[src/rtl/vga_pixel_fifo.sv]
// vga_pixel_fifo: frame-aligned pixel FIFO between a pixel producer and a VGA timing generator
// Ports:
//   clk           pixel clock, all logic on its rising edge
//   reset         synchronous active-high reset
//   wr_valid      producer has a pixel
//   wr_ready      FIFO can accept a pixel (registered state only)
//   wr_data       RGB444 pixel, [11:8] R, [7:4] G, [3:0] B
//   wr_sof        wr_data is pixel (0,0) of a frame
//   frame_start   one-cycle pulse before the first visible pixel of a frame
//   rd_en         request for the next visible pixel
//   rd_data       registered pixel to the colour output
//   level         current occupancy, 0..DEPTH
//   underflow_cnt saturating count of reads from an empty FIFO while running
//   synced        high while the output is aligned to the frame (RUN)
module vga_pixel_fifo #(
    parameter int          DEPTH      = 16,
    parameter logic [11:0] FILL_COLOR = 12'h000
) (
    input  logic                     clk,
    input  logic                     reset,
    input  logic                     wr_valid,
    output logic                     wr_ready,
    input  logic [11:0]              wr_data,
    input  logic                     wr_sof,
    input  logic                     frame_start,
    input  logic                     rd_en,
    output logic [11:0]              rd_data,
    output logic [$clog2(DEPTH):0]   level,
    output logic [15:0]              underflow_cnt,
    output logic                     synced
);
    localparam int AW = $clog2(DEPTH);
    typedef enum logic {RESYNC, RUN} state_t;
    state_t state, state_nx;
    logic [12:0] mem [DEPTH];
    logic [AW-1:0] wr_ptr, rd_ptr;
    logic empty, head_sof, wr, pop;
    assign empty    = level == '0;
    assign head_sof = mem[rd_ptr][12];
    assign wr_ready = level != (AW+1)'(DEPTH);
    assign wr       = wr_valid && wr_ready;
    assign synced   = state == RUN;
    // In RESYNC, entries ahead of the next start-of-frame are dropped until
    // the sof pixel sits at the head; it is then held for frame_start.
    always_comb begin
        state_nx = state;
        pop      = 1'b0;
        if (state == RESYNC) begin
            pop = !empty && !head_sof;
            if (frame_start && !empty && head_sof) state_nx = RUN;
        end else begin
            pop = rd_en && !empty;
            if (frame_start && (empty || !head_sof)) state_nx = RESYNC;
        end
    end
    always_ff @(posedge clk) begin
        if (wr && !reset) mem[wr_ptr] <= {wr_sof, wr_data};
    end
    always_ff @(posedge clk) begin
        if (reset) begin
            state         <= RESYNC;
            wr_ptr        <= '0;
            rd_ptr        <= '0;
            level         <= '0;
            rd_data       <= 12'h000;
            underflow_cnt <= 16'h0000;
        end else begin
            state <= state_nx;
            if (wr) wr_ptr <= wr_ptr + AW'(1);
            if (pop) rd_ptr <= rd_ptr + AW'(1);
            if (wr && !pop) level <= level + (AW+1)'(1);
            else if (pop && !wr) level <= level - (AW+1)'(1);
            if (rd_en) rd_data <= (state == RUN && !empty) ? mem[rd_ptr][11:0] : FILL_COLOR;
            if (rd_en && state == RUN && empty && underflow_cnt != 16'hFFFF)
                underflow_cnt <= underflow_cnt + 16'd1;
        end
    end
endmodule

[config.mk]
export PLATFORM = sky130hd
export DESIGN_NAME = vga_pixel_fifo
export DESIGN_NICKNAME = d
export VERILOG_FILES = /design/src/rtl/vga_pixel_fifo.sv
export SDC_FILE = /design/constraint.sdc
export NUM_CORES = 1
export LEC_CHECK = 0
export CAP_MARGIN = 20
export CORE_MARGIN = 3
export CORE_UTILIZATION = 45
export CTS_CLUSTER_DIAMETER = 40
export CTS_CLUSTER_SIZE = 10
export DETAILED_ROUTE_END_ITERATION = 10
export DONT_BUFFER_PORTS = 1
export PLACE_DENSITY = 0.59
export SLEW_MARGIN = 20
export SYNTH_ARGS = -nofsm -noshare
export SYNTH_HDL_FRONTEND = slang
export SYNTH_SLANG_ARGS = --single-unit
[constraint.sdc]
create_clock -name clk -period 10 [get_ports clk]
set_input_delay 0.5 -clock clk [delete_from_list [all_inputs] [get_ports clk]]
set_output_delay 0.5 -clock clk [all_outputs]
set_load 0.05 [all_outputs]
# [After elaboration in Yosys (flattened, before gate mapping)]
# Memory sizes are Yosys's and may differ from the RTL's. A register that Yosys moved wholly into a read port is not among the register bits.
# Cells that the tools add are included.
[word_totals] regBits=42 mem_count=1 wordCells=46 out_inout_bits=35 mem_bits_rw=208 inputBits=18
[op_classes] eq_ne=2 n_mux=11 n_addsub=5 n_reduce_logical=21
[memory_table] memory="mem" words=16 width=13 read_ports=1 rd_ports_with_merged_regs=1 write_ports=1 line_no="35" rtl="logic [12:0] mem [DEPTH];"
[op_table] op="$add A16 B1 Y16 const B" n=1
[op_table] op="$ne A16 B16 Y1 const B" n=1
[op_table] op="$logic_and A1 B1 Y1" n=13
[op_table] op="$mux W12" n=1
[op_table] op="$mux W5" n=2
[op_table] op="$add A4 B1 Y4 const B" n=2
[op_table] op="$mux W4" n=2
[op_table] op="$mux W1" n=6
[op_table] op="$add A5 B1 Y5 const B" n=1
[op_table] op="$logic_not A1 Y1" n=5
[op_table] op="$logic_not A5 Y1" n=1
[op_table] op="$ne A5 B5 Y1 const B" n=1
[op_table] op="$sub A5 B1 Y5 const B" n=1
[op_table] op="$reduce_bool A2 Y1" n=1
[op_table] op="$logic_or A1 B1 Y1" n=1

# [Depth between registers and ports, before layout]
[logic_depth] depth_word=7 ltp_mapped=14 mapped_depth_nobuf=13

# [Worst setup path after synthesis]
# Ideal clock, no wire load.
[synth_timing] path_type="reg2reg" startpoint="reg level[0]" endpoint="reg level[4]" path_stages_with_launch=14 period_less_slack_ns=3.220 path_buffers=0 t_arrival_ns=3.150 setup_ns=0.070 required_ns=9.930 path_slack_ns=6.780 path_cell_list="dfxtp_1 or4_4 a2bb2oi_1 o21ai_0 nor2_1 inv_1 ha_1 inv_1 fa_1 a21o_1 a21oi_1 xnor2_1 or3_1 a21oi_1"
[synth_via] elab_chain_len=7 elab_cells_between_ends=16 cone_classes="add/sub: 2; eq/ne: 1; mux: 3; reduce/logical: 10"
[synth_rtl] element="start: declaration" line_no="28" rtl="output logic [$clog2(DEPTH):0] level,"
[synth_rtl] element="start signal: assignment" line_no="71" rtl="if (wr && !pop) level <= level + (AW+1)'(1);"
[synth_rtl] element="start signal: assignment" line_no="72" rtl="else if (pop && !wr) level <= level - (AW+1)'(1);"
[synth_rtl] element="parallel branches: the longest is 7 deep, another holds $sub A5 B1 Y5"
# Several ways; the timed one is not identified. The select of a mux whose other input is x is not followed.
# A chain may end at the register's enable or synchronous reset.

==> impl_results.md <==
* Post-synth top cells: edfxtp_1, mux4_2, nor2_1
* Worst-path clk slew at 50 ps
* Max-Slew Margin vs Limit at 0.352
* Post-synth EDFFs at 208
* Syn Inst Count at 566
* Status: completed
* Hold crit path type: input port to flip-flop
* Area occupied by multi-input gates at 2680 um^2
* Dpl cell area at 10,400 um^2
* Initial Util at 0.468
* Vias at 5,148
* Diode count at 0
* Clock power share at 0.430
* Die ar. at 24,100 um^2
* CTS resizes at 0
* RSZ-0062 raised after global routing: false
* Number of global-route vias before repair at 5,327
* FP Rows at 53
* Flop pwr share at 0.429
* Max Freq at 255 MHz
* Share of cells above drive strength 1 at 0.243
* CP Launch Type: flip-flop
* Synthesized Nets at 595
* Final setup viols at 0
* Yosys synthesis warning count at 0
* Clock tree sinks at 254
* Initial DRC Count at 458
* Worst-margin pin slew at 971 ps
* Setup Crit Path Kind: flip-flop to flip-flop
* Routed Antenna Nets at 0
* Non-Filler Instances at 905
* LEAKAGE at 3.80 nW
* # hold bufs at CTS at 0
* Pre-Repair DR Iteration Count at 4
* Synthesis-stage register bit count at 254
* Initial antenna violation count at 0
* Sw Pwr at 0.743 mW
* Chip Height at 155 um
* GR Util All Layers at 0.180
* WHS at 61.4 ps
* Pwr Density at 257 nW/um^2
* Gate power share at 0.141
* Top Ports at 53
* Gr ovfl total at 0
* Area of the mapped netlist at 10,000 um^2
* Async set or reset register ratio after synthesis at 0
* First-pass GRT wire length at 32,500 um
* Final Max Tran Viols at 0
* DPL Wire Length at 12,300 um
* Final hold vios at 0
* Setup bufs post-CTS at 0
* Arr. time, crit path at 4360 ps
* Vias per inst at 5.69
* Crit-path max FO at 34
* CTS max path bufs at 3
* TritonCTS Buffers at 38
* Filler cells at 1,675
* Post-Route WL at 21,200 um
* Top cell type's share of synthesized area at 0.624
* Register area share after synthesis at 0.716
* Required time worst endpoint at 10,440 ps
* Placed cell count at 838
* Synth area leaders: edfxtp_1, mux4_2, dfxtp_1, nor2_1, ha_1
* Post-synth top area cell: edfxtp_1
* Crit end category: flip-flop
* Clock Latency Late Sink at 510 ps
* Max-Cap Viols at 0
* Worst hold start: reset
* Fin nets at 632
* Most used DFF post-synth: edfxtp_1
* Sequential cell area at 7170 um^2
* Final setup TNS at 0 ps
* Max VDD drop at 0.126 mV
* Max H-tree Level at 2
* Clock tree from TritonCTS: done
* Netlist cell types at 50
* Area grow syn2layout at 16.7%
* Final Skew at 22.5 ps
* Final core occ at 0.546
* Pint at 2.26 mW
* Gp weighted congestion at 0.798
* Post-layout min period at 3930 ps
* Final period utilization at 0.393
* Chip width at 155 um
* WL/cell at 23.4 um
* Syn Area/Cell at 17.7 um^2
* Port bufs at 0
* CORE AREA at 21,400 um^2
* Most common cell in the netlist: edfxtp_1
* Sw frac at 0.247
* Final instance area at 11,700 um^2
* Largest net degree at the start of global routing at 51
* Clk root buf: clkbuf_16
* DRC Markers at 0
-- per-stage QoR --
| stage | total power [mW] | setup slack, ps |
|---|---|---|
| 2_1_floorplan | 1.64 | 6780 |
| 3_3_place_gp | 1.72 | 5900 |
| 3_5_place_dp | 1.74 | 6040 |
| 4_1_cts | 3.05 | 6010 |
| 5_1_grt | 3.14 | 5710 |
| 6_report | 3.01 | 6070 |
-- path summary, 6_finish.rpt --
path | endpoint | slack, ps | cells past startpoint
worst max-delay path | level[4] | 6070 | 14
worst min-delay path | underflow_cnt[12] | 60 | 1
worst max register to register | level[4] | 6070 | 14
worst min register to register | flip-flop | 480 | 2
-- cells in the final DEF, fill, tap and decap left out, types with 2 or more instances in the layout --
cell type   netlist  layout
clkinvlp_4        0       4
xor2_1           12      12
nor2_1           49      49
xnor2_1           4       4
buf_4             0      20
ha_1             10      10
or3_2             2       2
clkbuf_8          0       2
mux4_2           61      61
or3_1             4       4
and2_1            3       3
a31o_2            2       2
mux2i_1           8       8
nor4_1            2       2
mux2_2            4       4
or4_1             2       2
clkinv_2          0       2
clkbuf_16         0      39
clkinv_4          0       2
edfxtp_1        208     208
o21ai_1           1       2
nand2b_1          6       6
inv_1            21      21
o31ai_1           2       2
nand4_1           5       5
o221ai_1          2       2
nand3_1           8       8
nor2b_1           2       2
o21ai_0          18      17
nand2_1          24      24
a21oi_1          14      14
dfxtp_1          46      44
bufinv_16         0       4
a221o_1           2       2
inv_6             0       3
clkbuf_1         14      11
-- state kept, by name (all words and copies together), names as in the netlist, named ones only --
| name | cells |
|---|---|
| wr_ptr | 4 |
| rd_ptr | 4 |
| synced | 1 |
| rd_data | 12 |
| mem | 208 |
| level | 5 |
| underflow_cnt | 16 |
-- power groups by stage --
stage | combinational [mW] | clock, mW | sequential (mW)
floorplan | 0.392 | 0 | 1.25
global placement | 0.386 | 0 | 1.34
detailed placement | 0.427 | 0 | 1.31
CTS | 0.430 | 1.32 | 1.29
global route | 0.464 | 1.37 | 1.30
finish | 0.423 | 1.29 | 1.29
-- layer usage --
layer / wire, um / global-route usage
met1: 8730 / 0.244
met2: 10500 / 0.293
met3: 1410 / 0.0389
met5: 0 / 0
met4: 520 / 0.0579
-- cell type report --
class                           instances  share of cell area
Tap cell                              275              0.0294
Clock buffer                           52              0.0894
Clock inverter                         15              0.0174
Inverter                               21             0.00674
Timing Repair Buffer                   21              0.0146
Sequential cell                       254               0.614
Multi-Input combinational cell        267               0.229
-- worst max-delay path: stages (launching register included) --
cell	delay, ps
dfxtp_4	810
buf_12	300
mux4_2	520
inv_1	90
a211oi_1	130
nor2_1	370
inv_1	90
ha_1	210
inv_1	140
ha_1	300
a21o_1	200
a21oi_1	170
xnor2_1	80
or3_1	300
a21oi_1	130
-- cell families after synthesis --
kind of cell,count (synthesis),synth area share
buffers and inverters,45,0.0174
AND/OR/NAND/NOR,116,0.0571
adder cells (fa/ha/maj),11,0.0145
AO/OA/AOI/OAI,51,0.0319
XOR/XNOR,16,0.0140
flip-flops,254,0.716
multiplexers,73,0.150
Note: power is estimated with default switching activity, not from simulation.
